===== config.mk =====
export PLATFORM = sky130hd
export DESIGN_NAME = triangular_root_flat
export DESIGN_NICKNAME = d
export VERILOG_FILES = /design/src/rtl/triangular_pkg.sv /design/src/rtl/triangular_root_if.sv /design/src/rtl/triangular_root_dp.sv /design/src/rtl/triangular_root.sv /design/src/flat_wrapper.sv
export SDC_FILE = /design/constraint.sdc
export NUM_CORES = 1
export LEC_CHECK = 0
export CORE_ASPECT_RATIO = 0.75
export CORE_MARGIN = 5
export CORE_UTILIZATION = 45
export CTS_CLUSTER_DIAMETER = 40
export DETAILED_ROUTE_END_ITERATION = 8
export PLACE_DENSITY = 0.79
export SLEW_MARGIN = 20
export SYNTH_ARGS = -nofsm -noshare
export SYNTH_HDL_FRONTEND = slang
export SYNTH_SLANG_ARGS = --single-unit

===== constraint.sdc =====
create_clock -name clock -period 7.6 [get_ports clock]
set_input_delay 1.52 -clock clock [delete_from_list [all_inputs] [get_ports clock]]
set_output_delay 1.52 -clock clock [all_outputs]
set_load 0.1 [all_outputs]

===== src/rtl/triangular_pkg.sv =====
// Shared types and constants for the triangular-root extractor.
// Debug trace in the top is enabled by TRIANGULAR_ROOT_DEBUG_EN.
package triangular_pkg;

  localparam int DEFAULT_WIDTH = 8;

  localparam logic BLANK = 1'b0;

  typedef enum logic [2:0] {
    IDLE = 3'b000,
    LOAD = 3'b001,
    STEP = 3'b010,
    DONE = 3'b011
  } state_t;

endpackage


===== src/rtl/triangular_root_if.sv =====
// Start/done handshake and result bus of the triangular-root extractor.
// Master drives the request, slave returns the registered result.
interface triangular_root_if
  import triangular_pkg::*;
#(
  parameter int WIDTH = DEFAULT_WIDTH
);

  logic             start;
  logic [WIDTH-1:0] sum_input;
  logic [WIDTH-1:0] root;
  logic [WIDTH-1:0] remainder;
  logic             exact;
  logic             done;

  modport master (
    output start,
    output sum_input,
    input  root,
    input  remainder,
    input  exact,
    input  done
  );

  modport slave (
    input  start,
    input  sum_input,
    output root,
    output remainder,
    output exact,
    output done
  );

endinterface


===== src/rtl/triangular_root_dp.sv =====
// Datapath: working remainder/term registers, compare, subtract and
// the result registers captured when the compare terminates.
module triangular_root_dp
  import triangular_pkg::*;
#(
  parameter int WIDTH = DEFAULT_WIDTH
) (
  input  logic             clock,
  input  logic             reset,
  input  logic             load,
  input  logic             step,
  input  logic             capture,
  input  logic [WIDTH-1:0] sum_input,
  output logic             lt,
  output logic [WIDTH-1:0] root,
  output logic [WIDTH-1:0] remainder,
  output logic             exact
);

  logic [WIDTH-1:0] rem;
  logic [WIDTH-1:0] k;
  logic [WIDTH-1:0] kp1;
  logic [WIDTH-1:0] diff;

  assign kp1  = k + 1'b1;
  assign lt   = rem < kp1;
  assign diff = rem - kp1;

  always_ff @(posedge clock) begin
    if (!reset) begin
      rem       <= {WIDTH{BLANK}};
      k         <= {WIDTH{BLANK}};
      root      <= {WIDTH{BLANK}};
      remainder <= {WIDTH{BLANK}};
      exact     <= BLANK;
    end else begin
      if (load) begin
        rem <= sum_input;
        k   <= {WIDTH{BLANK}};
      end else if (step) begin
        rem <= diff;
        k   <= kp1;
      end
      if (capture) begin
        root      <= k;
        remainder <= rem;
        exact     <= (rem == {WIDTH{BLANK}});
      end
    end
  end

endmodule


===== src/rtl/triangular_root.sv =====
// Triangular-root extractor top: control FSM driving triangular_root_dp.
// Define TRIANGULAR_ROOT_DEBUG_EN for a simulation trace of each STEP.
module triangular_root
  import triangular_pkg::*;
#(
  parameter int WIDTH = DEFAULT_WIDTH
) (
  input  logic clock,
  input  logic reset,
  triangular_root_if.slave bus
);

  state_t state;
  logic   lt;
  logic   load;
  logic   step;
  logic   capture;

  assign load    = (state == LOAD);
  assign step    = (state == STEP) && !lt;
  assign capture = (state == STEP) && lt;
  assign bus.done = (state == DONE);

  always_ff @(posedge clock) begin
    if (!reset) begin
      state <= IDLE;
    end else begin
      unique case (state)
        IDLE:    if (bus.start) state <= LOAD;
        LOAD:    state <= STEP;
        STEP:    if (lt) state <= DONE;
        DONE:    if (!bus.start) state <= IDLE;
        default: state <= IDLE;
      endcase
    end
  end

  triangular_root_dp #(
    .WIDTH(WIDTH)
  ) u_dp (
    .clock     (clock),
    .reset     (reset),
    .load      (load),
    .step      (step),
    .capture   (capture),
    .sum_input (bus.sum_input),
    .lt        (lt),
    .root      (bus.root),
    .remainder (bus.remainder),
    .exact     (bus.exact)
  );

`ifdef TRIANGULAR_ROOT_DEBUG_EN
  always @(posedge clock) begin
    if (reset && state == STEP)
      $write("%0t STEP state=%0d k=%0d rem=%0d lt=%0b\n",
             $time, state, u_dp.k, u_dp.rem, lt);
  end
`else
`endif

endmodule


===== src/flat_wrapper.sv =====
// flat-port wrapper written by rule: the top's interface ports become plain ports
module triangular_root_flat import triangular_pkg::*;
#(
  parameter int WIDTH = DEFAULT_WIDTH
)
  (clock, reset, bus_start, bus_sum_input, bus_root, bus_remainder, bus_exact, bus_done);
  triangular_root_if #(.WIDTH(WIDTH)) bus_i ();
  input  logic clock;
  input  logic reset;
  input wire logic [$bits(bus_i.start)-1:0] bus_start;
  input wire logic [$bits(bus_i.sum_input)-1:0] bus_sum_input;
  output wire logic [$bits(bus_i.root)-1:0] bus_root;
  output wire logic [$bits(bus_i.remainder)-1:0] bus_remainder;
  output wire logic [$bits(bus_i.exact)-1:0] bus_exact;
  output wire logic [$bits(bus_i.done)-1:0] bus_done;
  assign bus_i.start = bus_start;
  assign bus_i.sum_input = bus_sum_input;
  assign bus_root = bus_i.root;
  assign bus_remainder = bus_i.remainder;
  assign bus_exact = bus_i.exact;
  assign bus_done = bus_i.done;
  triangular_root #(.WIDTH(WIDTH)) u_core (.clock(clock), .reset(reset), .bus(bus_i));
endmodule

==> results.yml <==
outcome:
  status: "finished clean"
synthesis:
  synthesis.area_mm2: 0.00209
  synthCells: 246
  syn_area_per_cell_um2: 8.49
  syn_nets: 272
  ys_seq_area_share_pct: 33.6
  async_flop_share_pct: 0
  ys_types: 43
  ys_warn_count: 0
  synth_ff_type: "dfxtp_1"
  synth_edf_count: 0
  ys_seq_elements: 35
timing:
  fin_crit_sh_pct: 46.7
  rsz0062_at_grt: "no"
  tightestPinTransition_ns: 0.991
  drv_slew: 0
  skew_ns: 0.00569
  finalSetupViolCount: 0
  hold_viol_final: 0
  slew_headroom_pct: 33.7
  max_freq_ghz: 0.281
  setup_tns_ns: 0
  fin_hold_ws_ns: 0.461
  fin_ws_ns: 4.05
  period_needed_ns: 3.55
grt:
  grt_start_max_net_pins: 53
  grt_overflow: 0
  grt_util_met2_pct: 26.7
  use_met3_pct: 6.06
  use_met1_pct: 25.2
  grt_use_total_pct: 18.2
  grt_pass1_wl_um: 8540
  grt_pass1_vias: 1772
  grt_busiest_layer: "met2"
  antenna_found_initial: 0
critical_path:
  critPathRequiredTime_ns: 6.08
  cp-end-kind: "primary output"
  cp.arrival_ns: 2.03
  slowest_stage: "clkdlybuf4s50_1"
  cp_top_family: "buffers and inverters"
  ff2ff_path_depth: 10
  critical_path_class: "reg2out"
  r2r_slack_ns: 4.49
  path_buf_inv: 1
  cp_max_fo: 4
  worst-path-stages: 2
  slowest_delay_ns: 1.16
  worstSetupStartpointType: "flip-flop"
  path_cells: "ha_1 > clkdlybuf4s50_1"
placed_design:
  hpwl_um: 3570
  place_congestion: 0.967
  placed_cells: 320
  place_ws_ns: 4.23
  io_buffers: 28
  place_area_mm2: 0.00241
power_and_ir_drop:
  switchingPower_mw: 0.375
  clkPwrFrac_pct: 16.2
  leakage_nw: 0.873
  p_sw_share_pct: 45.0
  pwr-share-comb_pct: 54.3
  p_seq_share_pct: 29.6
  p_int_mw: 0.459
  power_mw: 0.834
  power_density_mw_per_mm2: 335
  ir_drop_uv: 152
layout:
  stdcell_count: 328
  seqCellArea_um2: 701
  multi_input_area_mm2: 0.00131
  fin_util_pct: 55.8
  diodes: 0
  fin_area_mm2: 0.00249
  nNetsFinal: 296
  syn2layout_area_growth_pct: 19.3
  nFillCells: 438
  drive_gt1_share_pct: 5.17
clocking:
  cts-root-buf: "clkbuf_8"
  clock_latency_ns: 0.29
  htreeDepth: 2
  cts_buffer_depth: 2
  cts_sinks: 35
  cts_resized: 0
  cts_tree: "done"
  numCtsBuffers: 5
  post_cts_buffers: 0
  hold_buffers: 0
  clk_pin_slew_ns: 0.07
drt:
  vias_per_cell: 5.63
  routed_wl_um: 4930
  drtIter0Drc: 97
  drc: 0
  wl_per_cell_um: 15.0
  ant_nets: 0
  vias: 1845
  drt-pass1-iter-count: 4
die:
  rows: 21
  die-area_mm2: 0.00612
  dieHeight_um: 69.0
  dieWidth_um: 88.7
  io_pins: 29
  initial_core_util_pct: 46.8
  core_area_mm2: 0.00447
run:
  cap_violations: 0
worst_hold_path:
  hold_class: "reg2reg"
  hold_depth: 2
==> final cells by class <==
type                    count  share of cell area (%)
clock buffers               6                    2.91
flip-flops and latches     35                    28.1
well taps                  57                    2.86
inverters                   8                    1.21
clock inverters             2                   0.502
repair buffers             30                    12.0
multi-input cells         190                    52.4
==> cell usage after synthesis (all sizes together) (3+ instances only) <==
master  number  area share (%)
a21o         4             1.4
a21oi       11             2.8
a31oi        4             1.2
and2         3             1.0
buf          5             1.9
clkbuf       8             1.4
dfxtp       35              34
ha          14             8.4
inv          7             1.3
mux2i       23              11
nand2       48             8.7
nand2b       5             1.5
nand3       19             4.6
nand4        3            0.90
nor2         5            0.90
nor2b        3            0.90
o21ai       13             3.1
o31a         3             1.3
xnor2        4             1.7
xor2         6             2.5
==> flip-flops by register name, indices dropped and copies added, names as in the netlist <==
name / cells
u_core.u_dp.exact: 1
u_core.u_dp.rem: 8
u_core.u_dp.k: 8
u_core.u_dp.remainder: 8
u_core.u_dp.root: 8
u_core.state: 2
==> kinds of logic (layout without fill, tap and decap cells) <==
kind of cell	Yosys count	after routing	synth area share (%)
fa+ha+maj	15	15	9.35
mux	23	23	11.0
xor+xnor	10	10	4.19
flops	35	35	33.6
buf+inv	21	46	4.79
simple gates	94	94	21.1
compound gates	48	48	16.0
==> worst paths after layout <==
check | startpoint | endpoint
max | u_core.state[1] | bus_done
min | u_core.u_dp.root[2] | u_core.u_dp.root[2]
max reg2reg | u_core.u_dp.k[0] | u_core.u_dp.root[4]
min reg2reg | u_core.u_dp.root[2] | u_core.u_dp.root[2]
==> worst min-delay path, stage by stage (launching register included) <==
cell and delay [ns]:
dfxtp_1 0.31, nand2_1 0.05, mux2i_1 0.05
==> power groups by stage <==
stage	registers (mW)	logic, mW	clock network, mW
6_report	0.246	0.452	0.135
5_1_grt	0.249	0.510	0.144
4_1_cts	0.244	0.452	0.135
3_5_place_dp	0.248	0.444	0
3_3_place_gp	0.248	0.434	0
2_1_floorplan	0.262	0.335	0
==> layout by cell type (no fill, tap or decap), types with 6 or more instances in the layout <==
cell type and n:
dfxtp_1 35, inv_1 7, nand2_1 47, ha_1 14
a21oi_1 10, o21ai_0 13, nand3_1 19, clkdlybuf4s50_1 28
mux2i_1 23, xor2_1 6
==> routing by layer <==
metal,vias to the layer above,part of all wire (%),routed length (um)
li1,914,-,-
met1,856,48,2370
met2,64,43,2100
met3,11,7.6,372
met4,0,1.8,87
met5,-,0,0
(Power assumes the default switching activity.)
